**config.mk**
```make
export PLATFORM = sky130hd
export DESIGN_NAME = fwd_dest_pipe
export DESIGN_NICKNAME = d
export VERILOG_FILES = /design/src/rtl/fwd_dest_pipe_pkg.sv /design/src/rtl/fwd_cmp.sv /design/src/rtl/fwd_dest_pipe.sv
export SDC_FILE = /design/constraint.sdc
export NUM_CORES = 1
export LEC_CHECK = 0
export BUFFER_PORTS_ARGS = -buffer_cell sky130_fd_sc_hd__buf_2
export CAP_MARGIN = 5
export CORE_ASPECT_RATIO = 1.75
export CORE_MARGIN = 2
export CORE_UTILIZATION = 40
export CTS_CLUSTER_SIZE = 40
export DETAILED_ROUTE_END_ITERATION = 16
export PLACE_DENSITY = 0.71
export SLEW_MARGIN = 10
export SYNTH_ARGS = -nofsm -noshare
export SYNTH_HDL_FRONTEND = slang
export SYNTH_SLANG_ARGS = --single-unit
```
**constraint.sdc**
```tcl
create_clock -name clk -period 4.04 [get_ports clk]
set_input_delay 0.404 -clock clk [delete_from_list [all_inputs] [get_ports clk]]
set_output_delay 0.404 -clock clk [all_outputs]
set_load 0.05 [all_outputs]
```
**src/rtl/fwd_dest_pipe_pkg.sv**
```systemverilog
// fwd_dest_pipe_pkg: shared CPU constants and types for operand forwarding and hazard detection
package fwd_dest_pipe_pkg;
    localparam int REG_W = 5;
    typedef logic [REG_W-1:0] reg_idx_t;
    typedef logic [1:0] fwd_sel_t;
    localparam fwd_sel_t FWD_RF  = 2'b00;
    localparam fwd_sel_t FWD_MEM = 2'b01;
    localparam fwd_sel_t FWD_WB  = 2'b10;
    function automatic logic dest_hit(input logic we, input reg_idx_t dest, input reg_idx_t src);
        return we && (dest == src) && (src != '0);
    endfunction
endpackage

```
**src/rtl/fwd_cmp.sv**
```systemverilog
// fwd_cmp: picks the forwarding source for one EX operand, youngest producer first
module fwd_cmp
    import fwd_dest_pipe_pkg::*;
(
    input  logic [REG_W-1:0] src,
    input  logic [REG_W-1:0] mem_dest,
    input  logic             mem_we,
    input  logic [REG_W-1:0] wb_dest,
    input  logic             wb_we,
    output logic [1:0]       sel
);
    always_comb
        sel = dest_hit(mem_we, mem_dest, src) ? FWD_MEM :
              dest_hit(wb_we, wb_dest, src)   ? FWD_WB  : FWD_RF;
endmodule

```
**src/rtl/fwd_dest_pipe.sv**
```systemverilog
// fwd_dest_pipe: destination-register pipeline with forwarding selects and load-use stall detection
module fwd_dest_pipe
    import fwd_dest_pipe_pkg::*;
(
    input  logic             clk,
    input  logic             rst_n,
    input  logic [REG_W-1:0] id_rs,
    input  logic [REG_W-1:0] id_rt,
    input  logic             id_valid,
    input  logic [REG_W-1:0] ex_dest,
    input  logic             ex_regwrite,
    input  logic             ex_memread,
    input  logic             flush,
    output logic [1:0]       fwd_a,
    output logic [1:0]       fwd_b,
    output logic             load_use_stall,
    output logic [REG_W-1:0] mem_dest,
    output logic [REG_W-1:0] wb_dest,
    output logic             wb_we,
    output logic [15:0]      stall_cnt
);
    reg_idx_t ex_rs, ex_rt;
    logic     mem_we, bubble;
    // flush squashes the hazard outright so a dead load never stalls the pipe
    assign load_use_stall = ex_memread && ex_regwrite && (ex_dest != '0) && id_valid &&
                            ((ex_dest == id_rs) || (ex_dest == id_rt)) && !flush;
    assign bubble = flush || load_use_stall;
    always_ff @(posedge clk or negedge rst_n) begin
        if (!rst_n) begin
            ex_rs     <= '0;
            ex_rt     <= '0;
            mem_dest  <= '0;
            mem_we    <= 1'b0;
            wb_dest   <= '0;
            wb_we     <= 1'b0;
            stall_cnt <= '0;
        end else begin
            ex_rs     <= bubble ? '0 : id_rs;
            ex_rt     <= bubble ? '0 : id_rt;
            mem_dest  <= ex_dest;
            mem_we    <= ex_regwrite && (ex_dest != '0) && !flush;
            wb_dest   <= mem_dest;
            wb_we     <= mem_we;
            stall_cnt <= (load_use_stall && stall_cnt != 16'hFFFF) ? stall_cnt + 16'd1 : stall_cnt;
        end
    end
    fwd_cmp u_cmp_a (.src(ex_rs), .mem_dest(mem_dest), .mem_we(mem_we), .wb_dest(wb_dest), .wb_we(wb_we), .sel(fwd_a));
    fwd_cmp u_cmp_b (.src(ex_rt), .mem_dest(mem_dest), .mem_we(mem_we), .wb_dest(wb_dest), .wb_we(wb_we), .sel(fwd_b));
endmodule

```
=== After elaboration in Yosys (flattened, before gate mapping) ===
Cells that the tools add are included.

* Bits in registers: 38
* Logic and storage cells: 43

* Add/sub/neg operators: 1
* Equal/unequal tests: 7
* Mux-type cells: 6
* Reduce and logical (&&, ||, !) cells: 22

{| class="wikitable"
|+ Operators by type and width
! operator !! number
|-
| $eq 5x5->1 || 6
|-
| $add 16x1->16 const B || 1
|-
| $logic_and 1x1->1 || 16
|-
| $ne 16x16->1 const B || 1
|-
| $reduce_bool 5->1 || 3
|-
| $mux 5 || 2
|-
| $mux 2 || 4
|-
| $logic_or 1x1->1 || 2
|-
| $logic_not 1->1 || 1
|}

=== Logic depth before layout (Yosys ltp) ===
Gate-level depths: netlist of run 1.

* Word-level depth: 7
* Gate-level depth with buffers: 6

=== By module ===
From an unflattened synthesis of run 1, not the netlist that was laid out.

* Cells, all modules: 169
* Area total of the unflattened synthesis: 1956.9 µm²

{| class="wikitable"
|+ Modules (own cells, without submodules)
! module !! instances !! cells each !! area an instance (µm²) !! sequential area each (µm²)
|-
| fwd_dest_pipe || 1 || 133 || 1679.1 || 950.9
|-
| fwd_cmp || 2 || 18 || 138.9 || 0.0
|}

=== Worst setup path before layout of run 1 ===
Ideal clock, no wire load.

* Path type: register -> output
* Start: register mem_dest[0]
* End: output fwd_a[1]
* Arrival time: 3.181 ns
* Required time: 3.636 ns
* Slack: 0.455 ns
* Stages on the path, launching flop included: 5
* Path buffers: 0
* Cells stage by stage: dfrtp_1 > xnor2_1 > nand4_1 > nor4_1 > nor4_1

* Cells in the longest elaborated chain, start to end: 4

{| class="wikitable"
|+ Ends and longest elaborated chain
! what !! RTL line !! source
|-
| from (decl) || fwd_dest_pipe.sv:17 || <nowiki>output logic [REG_W-1:0] mem_dest,</nowiki>
|-
| from (signal assigned) || fwd_dest_pipe.sv:40 || <nowiki>mem_dest <= ex_dest;</nowiki>
|-
| $eq 5x5->1 || fwd_dest_pipe_pkg.sv:10 || <nowiki>return we && (dest == src) && (src != '0);</nowiki>
|-
| $logic_and 1x1->1 (2 in series) || fwd_dest_pipe_pkg.sv:10 ||
|-
| $mux 2 || fwd_cmp.sv:13 || <nowiki>sel = dest_hit(mem_we, mem_dest, src) ? FWD_MEM :</nowiki>
|-
| to (decl) || fwd_dest_pipe.sv:14 || <nowiki>output logic [1:0] fwd_a,</nowiki>
|}

Every way passes these cells.

=== Worst setup path after layout of run 1 ===
* Start: register ex_rt[1]
* End: output fwd_b[1]

* Cells in the longest elaborated chain, start to end: 5
* Elaborated cells between the ends (all ways): 9
* Classes of those cells: 2 x eq/ne; 2 x mux; 5 x reduce/logical

{| class="wikitable"
|+ Ends and longest elaborated chain
! what !! RTL line !! source
|-
| from (decl) || fwd_dest_pipe.sv:22 || <nowiki>reg_idx_t ex_rs, ex_rt;</nowiki>
|-
| from (signal assigned) || fwd_dest_pipe.sv:39 || <nowiki>ex_rt <= bubble ? '0 : id_rt;</nowiki>
|-
| $eq 5x5->1 || fwd_dest_pipe_pkg.sv:10 ||
|-
| $logic_and 1x1->1 (2 in series) || fwd_dest_pipe_pkg.sv:10 ||
|-
| $mux 2 || fwd_cmp.sv:14 || <nowiki>dest_hit(wb_we, wb_dest, src) ? FWD_WB : FWD_RF;</nowiki>
|-
| $mux 2 (*) || fwd_cmp.sv:13 ||
|-
| to (decl) || fwd_dest_pipe.sv:15 || <nowiki>output logic [1:0] fwd_b,</nowiki>
|}

Mark *: on every way between the ends. The rest lies on a longest branch, timed or not.

==> reports/qor.csv, run 1 <==
metric,value,unit
Vias/cell,5.20,
Clock Skew,0.00675,ns
post-placement cell count,268,
number of flops mapped to enable cells by yosys,0,
top-area cell type share of the netlist area,50.7,%
Mapped Avg Cell Area,11.4,um2
unrepaired setup endpoints after global routing,false,
largest net degree at the start of global routing,39,
worst path required time,3.64,ns
"area leader, netlist",dfrtp_1,
grt total ovfl,0,
Syn Nets,187,
initial antenna violation count,0,
# clock sinks,38,
gr usage total,17.2,%
CTS max path bufs,2,
"Arr. time, crit path",2.01,ns
Core Box Area,4580,um2
cells after synthesis,165,
port bufs,52,
"Seq/Total Area, Yosys",50.7,%
synthesized area,1870,um2
post-layout util,50.2,%
area of the multi-input gates,912,um2
DR vias,1434,
Yosys warning count,0,
"Reg clk slew, reported paths",0.08,ns
PwrDens,368,nW/um2
Synth Register Bits,38,
"top cells by area, synth","dfrtp_1 (51%), xnor2_1 (19%), nand4_1 (4.3%)",
worst slew pin tran,0.828,ns
IO Count,53,
final setup fails,0,
Max Freq,414,MHz
first-pass GRT wire length,6720,um
# Post-CTS Setup Buffers,0,
most frequent cell after synthesis,xnor2_1,
initial drt markers,45,
dpl hpwl,3270,um
synth cell count leaders,"xnor2_1 (41), dfrtp_1 (38), nand4_1 (13), and2_1 (12), nand2_1 (11)",
die height,94.6,um
top_reg_cell synth,dfrtp_1,
DIE WIDTH,55.7,um
drt pass-1 iters,4,
# resized after CTS,0,
Post-Layout Cell Count,276,
H-tree Lvls,2,
routability cong.,0.843,
Nets,245,
drt drc,0,
Initial Util,40.9,%
status,completed,
final antenna-violating net count,0,
Area Growth Syn to Fin,22.8,%
Setup WS post-layout,1.62,ns
endpoints failing hold,0,
worst rel slew slack,44.8,%
HP Class,in -> async,
fillers,433,
CP Capture Type,output port,
FP Rows,33,
Max Cap Viol,0,
Clk Tree Root Cell,clkbuf_8,
final worst-path cycle share,59.8,%
setup TNS,0,ns
hold_buf cts,0,
startpoint types,flop,
ys async rst share,100,%
vias in the first global route,1399,
crit path time final,2.42,ns
share of layout cells above drive strength 1,30.8,%
Worst Hold Slack,0.214,ns
"critical path fanouts, max",3,
CTS buffer count,5,
final WL,4170,um
leakage power figure,1.07,nW
die area,5270,um2
"worst slack, placed",1.82,ns
Antenna Cells,0,
Storage cell area,951,um2
WL/cell,15.1,um
Worst VDD drop,0.000286,V
clk_lat worst skew,0.29,ns
WS Path Type,reg -> out,
synth unique cells,30,
CTS tree,done,
max-slew violation count,0,
worst paths after layout:
path                                     startpoint                       end  slack (ns)  cells after the start
hold reg to reg                    mem_we$_DFF_PN0_           wb_we$_DFF_PN0_        0.41                      0
min in group clk                         ex_dest[0]     mem_dest[0]$_DFF_PN0_        0.29                      1
hold / removal                                rst_n     mem_dest[3]$_DFF_PN0_        0.21                      1
setup / recovery                 ex_rt[1]$_DFF_PN0_                  fwd_b[1]        1.62                      5
max in group asynchronous                     rst_n     mem_dest[0]$_DFF_PN0_        3.31                      1
setup reg to reg           stall_cnt[0]$_DFFE_PN0P_  stall_cnt[4]$_DFFE_PN0P_        2.12                      6
report_power, final:
part / internal, mW / switching [mW]
Sequential: 0.395 / 0.0183
Clock: 0.182 / 0.128
Combinational: 0.0446 / 0.0782
placed cells by master, fill, tap and decap left out, types with 2 or more instances in the layout:
cell type and n:
buf_2 52, xnor2_1 41, dfrtp_1 38, nand4_1 13
and2_1 12, nand2_1 11, nor2_1 6, and3_1 6
nand3_1 5, clkbuf_8 5, and4_1 4, nor4_1 3
o21ai_2 2, nor2_2 2, or4_1 2, xor2_1 2
nor3_1 2, nand2b_1 2, clkinv_2 2
worst max-delay path, stage by stage, from the launching register on:
cell and delay, ns:
dfrtp_1 0.43, or4_1 0.52, nor2_1 0.14, nor3_1 0.08, nor4_1 0.25, buf_2 0.31
layout make-up:
| class | instances | share of cell area, % |
|---|---|---|
| clock buffers | 5 | 2.99 |
| clock inverters | 3 | 1.74 |
| inverters | 1 | 0.163 |
| multi-input cells | 125 | 39.6 |
| flip-flops and latches | 38 | 41.3 |
| well taps | 52 | 2.83 |
| repair buffers | 52 | 11.3 |
kinds of logic after synthesis:
logic type	Yosys count	synth area share [%]
AO/OA/AOI/OAI	6	3.54
XOR/XNOR	43	20.1
adder cells (fa/ha/maj)	1	0.667
buffers and inverters	2	0.601
flip-flops	38	50.7
multiplexers	3	1.74
AND/OR/NAND/NOR	72	22.6
state kept, by name (all words and copies together), names as in the netlist:
signal,cells
wb_dest,5
mem_dest,5
mem_we,1
wb_we,1
ex_rs,5
ex_rt,5
stall_cnt,16
through the flow:
stage | area (um2) | total power, mW
6_report | 2300 | 0.846
3_3_place_gp | 2190 | 0.542
5_1_grt | 2300 | 0.885
4_1_cts | 2300 | 0.856
3_5_place_dp | 2190 | 0.545
2_1_floorplan | 1870 | 0.500
routing by layer:
| layer | up-vias | wire, um | GRT usage (%) |
|---|---|---|---|
| li1 | 685 | - | - |
| met1 | 681 | 1480 | 18.4 |
| met2 | 56 | 2290 | 30.8 |
| met3 | 12 | 245 | 3.84 |
| met4 | 0 | 153 | 9.55 |
| met5 | - | 0 | 0 |
No activity file was read; power rests on OpenSTA's default activity.
==> run 2: changes to the inputs <==
clock period = 2.25 ns   (was 4.04 ns; I/O delays follow)
==> reports/qor.csv, run 2 (same netlist as run 1, synthesis figures left out) <==
metric,value,unit,change
status,completed,,
drt pass-1 iters,4,,unchanged
Area Growth Syn to Fin,29.2,%,
initial drt markers,54,,+20%
CP Capture Type,output port,,
"Reg clk slew, reported paths",0.07,ns,about the same
largest net degree at the start of global routing,39,,unchanged
Seq pwr share,43.9,%,-5.0 points
vias in the first global route,1559,,+11%
Largest Register,stall_cnt,,
Clk Tree Root Cell,clkbuf_8,,
Max Cap Viol,0,,unchanged
die height,94.6,um,unchanged
Antenna Cells,0,,unchanged
share of layout cells above drive strength 1,34.5,%,+3.7 points
FP Rows,33,,unchanged
Initial Util,40.9,%,unchanged
IO Count,53,,unchanged
PwrDens,699,nW/um2,+90%
Logic pwr share,14.0,%,-0.5 points
Core Box Area,4580,um2,unchanged
CTS max path bufs,2,,unchanged
gr usage total,18.5,%,+1.3 points
WL/cell,15.8,um,+4.6%
first-pass GRT wire length,7390,um,+10%
Worst VDD drop,0.000408,V,+43%
post-placement cell count,270,,+0.75%
final antenna-violating net count,0,,unchanged
Clk pwr share,42.1,%,+5.5 points
final non-filler cell area,2420,um2,+5.3%
initial antenna violation count,0,,unchanged
Critical path origin,ex_rs[1]$_DFF_PN0_,,
drt drc,0,,unchanged
DIE WIDTH,55.7,um,unchanged
worst path required time,2.03,ns,-1.61 ns
crit path time final,2.13,ns,
# clock sinks,38,,unchanged
CTS tree,done,,
Clock Skew,0.00544,ns,-0.00131 ns
grt total ovfl,0,,unchanged
Setup WS post-layout,0.115,ns,-1.51 ns
Storage cell area,951,um2,unchanged
"critical path fanouts, max",3,,unchanged
"Arr. time, crit path",1.91,ns,-0.10 ns
port bufs,52,,unchanged
dpl hpwl,3500,um,+7.1%
FF-to-FF End,stall_cnt[4]$_DFFE_PN0P_,,
die area,5270,um2,unchanged
Max Freq,468,MHz,
routability cong.,0.940,,+12%
setup TNS,0,ns,unchanged
Largest register FFs,16,,unchanged
final WL,4400,um,+5.4%
max-slew violation count,0,,unchanged
H-tree Lvls,2,,unchanged
WS Path Type,reg -> out,,
worst rel slew slack,45.9,%,+1.1 points
startpoint types,flop,,
fillers,422,,-2.5%
HP Class,in -> async,,
R2R cell count,6,,unchanged
leakage power figure,1.10,nW,+2.7%
# Post-CTS Setup Buffers,0,,unchanged
Net Sw Frac,25.1,%,-1.4 points
Vias/cell,5.41,,+4.1%
P_sw,0.425,mW,+89%
post-layout util,52.9,%,+2.6 points
worst slew pin tran,0.811,ns,-0.0168 ns
r2r setup slk,0.33,ns,-1.79 ns
Post-Layout Cell Count,278,,+0.72%
Nets,247,,+0.82%
total power,1.69,mW,+100%
Placed Area,2260,um2,+3.0%
Pint,1.27,mW,+100%
Worst Hold Slack,0.0239,ns,-0.190 ns
unrepaired setup endpoints after global routing,false,,
endpoints failing hold,0,,unchanged
final worst-path cycle share,94.9,%,
area of the multi-input gates,976,um2,+7.0%
final setup fails,0,,unchanged
most frequent cells in the layout,"buf_2 (50), xnor2_1 (41), dfrtp_1 (38)",,
DR vias,1504,,+4.9%
"most common cell after layout, fill and taps aside",buf_2,,
CTS buffer count,5,,unchanged
Reg-to-Reg Start,stall_cnt[0]$_DFFE_PN0P_,,
clk_lat worst skew,0.29,ns,about the same
"worst slack, placed",0.274,ns,-1.55 ns
## run 2: changes by cell type in the layout (fill, tap and decap cells not counted), sizes merged
cell	previous run	this run
buf	52	54
bufinv	1	2
clkbuf	5	6
clkinv	2	0
## run 2: worst max-delay path, cell delays in order (launching register included)
cell and delay (ns):
dfrtp_1 0.41, or4_4 0.56, nor2_4 0.12, nor4_4 0.07, nor4_4 0.27, buf_6 0.19
## run 2: repair_timing
item / 4_1_cts / 5_1_grt
gates resized for setup: 2 / 5
hold buffers: 0 / 0
endpoints found under the setup margin: 2 / 2
## run 2: routing by layer
layer	up-vias	wire length, um	global-route usage (%)	share of wire, %
li1	693	-	-	-
met1	722	1440	18.6	33
met2	69	2440	33.4	55
met3	20	283	3.97	6.4
met4	0	233	12.6	5.3
met5	-	0	0	0
## run 2: worst max path at each step
stage	end	slack, ns	cells after the start
floorplan	fwd_a[1]	-0.01	4
global placement	fwd_a[1]	0.31	5
detailed placement	fwd_a[1]	0.27	5
CTS	fwd_a[1]	0.008	5
global route	fwd_a[1]	0.03	5
finish	fwd_a[1]	0.12	5
## run 2: area by class of cell
type	instances	area share, %
clock inverter	2	2.48
tap	52	2.69
sequential	38	39.3
inverter	1	0.155
clock buffer	6	3.41
timing repair buffer	54	11.7
multi-input combinational	125	40.3
## run 2: power groups by stage
stage,Sequential (mW),Clock [mW],Combinational [mW]
CTS,0.742,0.730,0.238
finish,0.744,0.713,0.238
floorplan,0.805,0,0.100
global route,0.748,0.769,0.257
detailed placement,0.756,0,0.236
global placement,0.754,0,0.234
==> run 3: changes to the inputs <==
CORE_UTILIZATION = 51   (was 40)
PLACE_DENSITY = 0.85   (was 0.71)
RECOVER_POWER = 50   (was default)
==> reports/qor.csv, run 3 (same netlist as run 1, synthesis figures left out) <==
metric,value,unit,change
Clk Tree Root Cell,clkbuf_8,,
final worst-path cycle share,98.4,%,+3.5 points
CTS buffer count,5,,unchanged
clk_lat worst skew,0.29,ns,about the same
violated checks,"capacitance limit, slew limit",,
final antenna-violating net count,0,,unchanged
R2R cell count,5,,-1
WL/cell,14.9,um,-5.5%
final setup fails,0,,unchanged
"critical path fanouts, max",3,,unchanged
CTS tree,done,,
DIE WIDTH,49.8,um,-11%
Largest register FFs,16,,unchanged
setup TNS,0,ns,unchanged
first-pass GRT wire length,6760,um,-8.6%
grt total ovfl,0,,unchanged
Post-Layout Cell Count,272,,-2.2%
hold_sp,ex_dest[4],,
worst rel slew slack,-26.7,%,-73 points
CTS max path bufs,2,,unchanged
drt drc,0,,unchanged
endpoints failing hold,0,,unchanged
worst path required time,2.03,ns,about the same
vias in the first global route,1500,,-3.8%
final WL,4070,um,-7.5%
HP Class,in -> reg,,
share of layout cells above drive strength 1,29.6,%,-4.9 points
dpl hpwl,3170,um,-9.5%
status,"finished, violations left",,
drt pass-1 iters,4,,unchanged
WS Path Type,reg -> out,,
port bufs,52,,unchanged
hold_buf cts,0,,unchanged
Worst Hold Depth,1,,
leakage power figure,1.06,nW,-2.9%
max-slew violation count,39,,+39
# clock sinks,38,,unchanged
Max Freq,452,MHz,-3.6%
Core Box Area,3560,um2,-22%
Reg-to-Reg Start,stall_cnt[0]$_DFFE_PN0P_,,
post-placement cell count,264,,-2.2%
Max Cap Viol,1,,+1
IO Count,53,,unchanged
"Arr. time, crit path",1.99,ns,+0.08 ns
Worst Hold Path EP,mem_dest[4]$_DFF_PN0_,,
DR vias,1447,,-3.8%
Nets,247,,unchanged
FP Rows,29,,-12%
Worst VDD drop,0.000788,V,+93%
Clock Skew,0.00405,ns,-0.00139 ns
initial drt markers,32,,-41%
PwrDens,702,nW/um2,+0.42%
initial antenna violation count,0,,unchanged
die height,84.2,um,-11%
Vias/cell,5.32,,-1.7%
r2r setup slk,0.32,ns,about the same
CP Capture Type,output port,,
H-tree Lvls,2,,unchanged
most frequent cells in the layout,"xnor2_1 (41), buf_2 (41), dfrtp_1 (38)",,
"Reg clk slew, reported paths",0.07,ns,about the same
crit path time final,2.21,ns,+0.0794 ns
largest net degree at the start of global routing,39,,unchanged
total power,1.68,mW,-0.87%
FF-to-FF End,stall_cnt[15]$_DFFE_PN0P_,,
Initial Util,52.7,%,+12 points
gr usage total,21.2,%,+2.8 points
die area,4200,um2,-20%
Setup WS post-layout,0.0356,ns,-0.0794 ns
routability cong.,0.841,,-10%
Antenna Cells,0,,unchanged
startpoint types,flop,,
"worst slack, placed",0.249,ns,-0.0248 ns
worst slew pin tran,1.90,ns,+1.09 ns
Largest Register,stall_cnt,,
Area Growth Syn to Fin,27.6,%,
[run 3: cell types whose count changed in the layout (fill, tap and decap cells not counted), sizes merged]
cell,before,now
clkbuf,6,16
buf,54,44
[run 3: per-stage QoR]
step / utilization [%] / hold slack, ns / cell area [um2]
final: 67.2 / 0.143 / 2390
after detailed placement: 63.3 / 0.349 / 2250
after global placement: 63.3 / 0.352 / 2250
after CTS: 67.4 / 0.0441 / 2400
after global routing: 67.2 / 0.136 / 2390
after floorplan: - / -0.0706 / 1920
[run 3: where the power goes]
part           switching (mW)  internal, mW
Sequential             0.0314         0.709
Clock                   0.235         0.473
Combinational           0.148        0.0824
[run 3: how the worst max path moves through the flow]
stage | end | cells after the start | slack, ns | start
floorplan | fwd_a[1] | 4 | -0.01 | ex_rs[1]$_DFF_PN0_
global placement | fwd_a[1] | 5 | 0.32 | ex_rs[1]$_DFF_PN0_
detailed placement | fwd_a[1] | 5 | 0.25 | ex_rs[1]$_DFF_PN0_
CTS | fwd_b[1] | 5 | 0.009 | ex_rt[1]$_DFF_PN0_
global route | fwd_a[1] | 5 | -0.007 | ex_rs[1]$_DFF_PN0_
finish | fwd_a[1] | 5 | 0.04 | ex_rs[1]$_DFF_PN0_
[run 3: layout make-up]
class | count | area [um2]
Sequential cell | 38 | 951
Tap cell | 46 | 57.6
Multi-Input combinational cell | 125 | 963
Fill cell | 308 | 1160
Inverter | 1 | 3.75
Clock buffer | 6 | 82.6
Clock inverter | 2 | 60.1
Timing Repair Buffer | 54 | 273
[run 3: critical path: stages (launching register included)]
cell and delay, ns:
dfrtp_1 0.41, or4_1 0.55, nor2_2 0.18, nor4_4 0.08, nor4_4 0.27, buf_6 0.19
[run 3: timing repair]
item                                   CTS  global route
gates cloned                             0             0
setup endpoints to repair                1             2
endpoints found under the hold margin    0             0
gates resized for setup                  2             3
setup buffers                            0             0
[run 3: routing by layer]
metal | share of wire, % | GRT usage, % | vias to the layer above | wire, um
met5 | 0 | 0 | - | 0
met4 | 2.5 | 10.6 | 0 | 102
met3 | 5.1 | 4.45 | 9 | 209
met2 | 56 | 39.3 | 48 | 2280
met1 | 36 | 21.7 | 699 | 1470
li1 | - | - | 691 | -
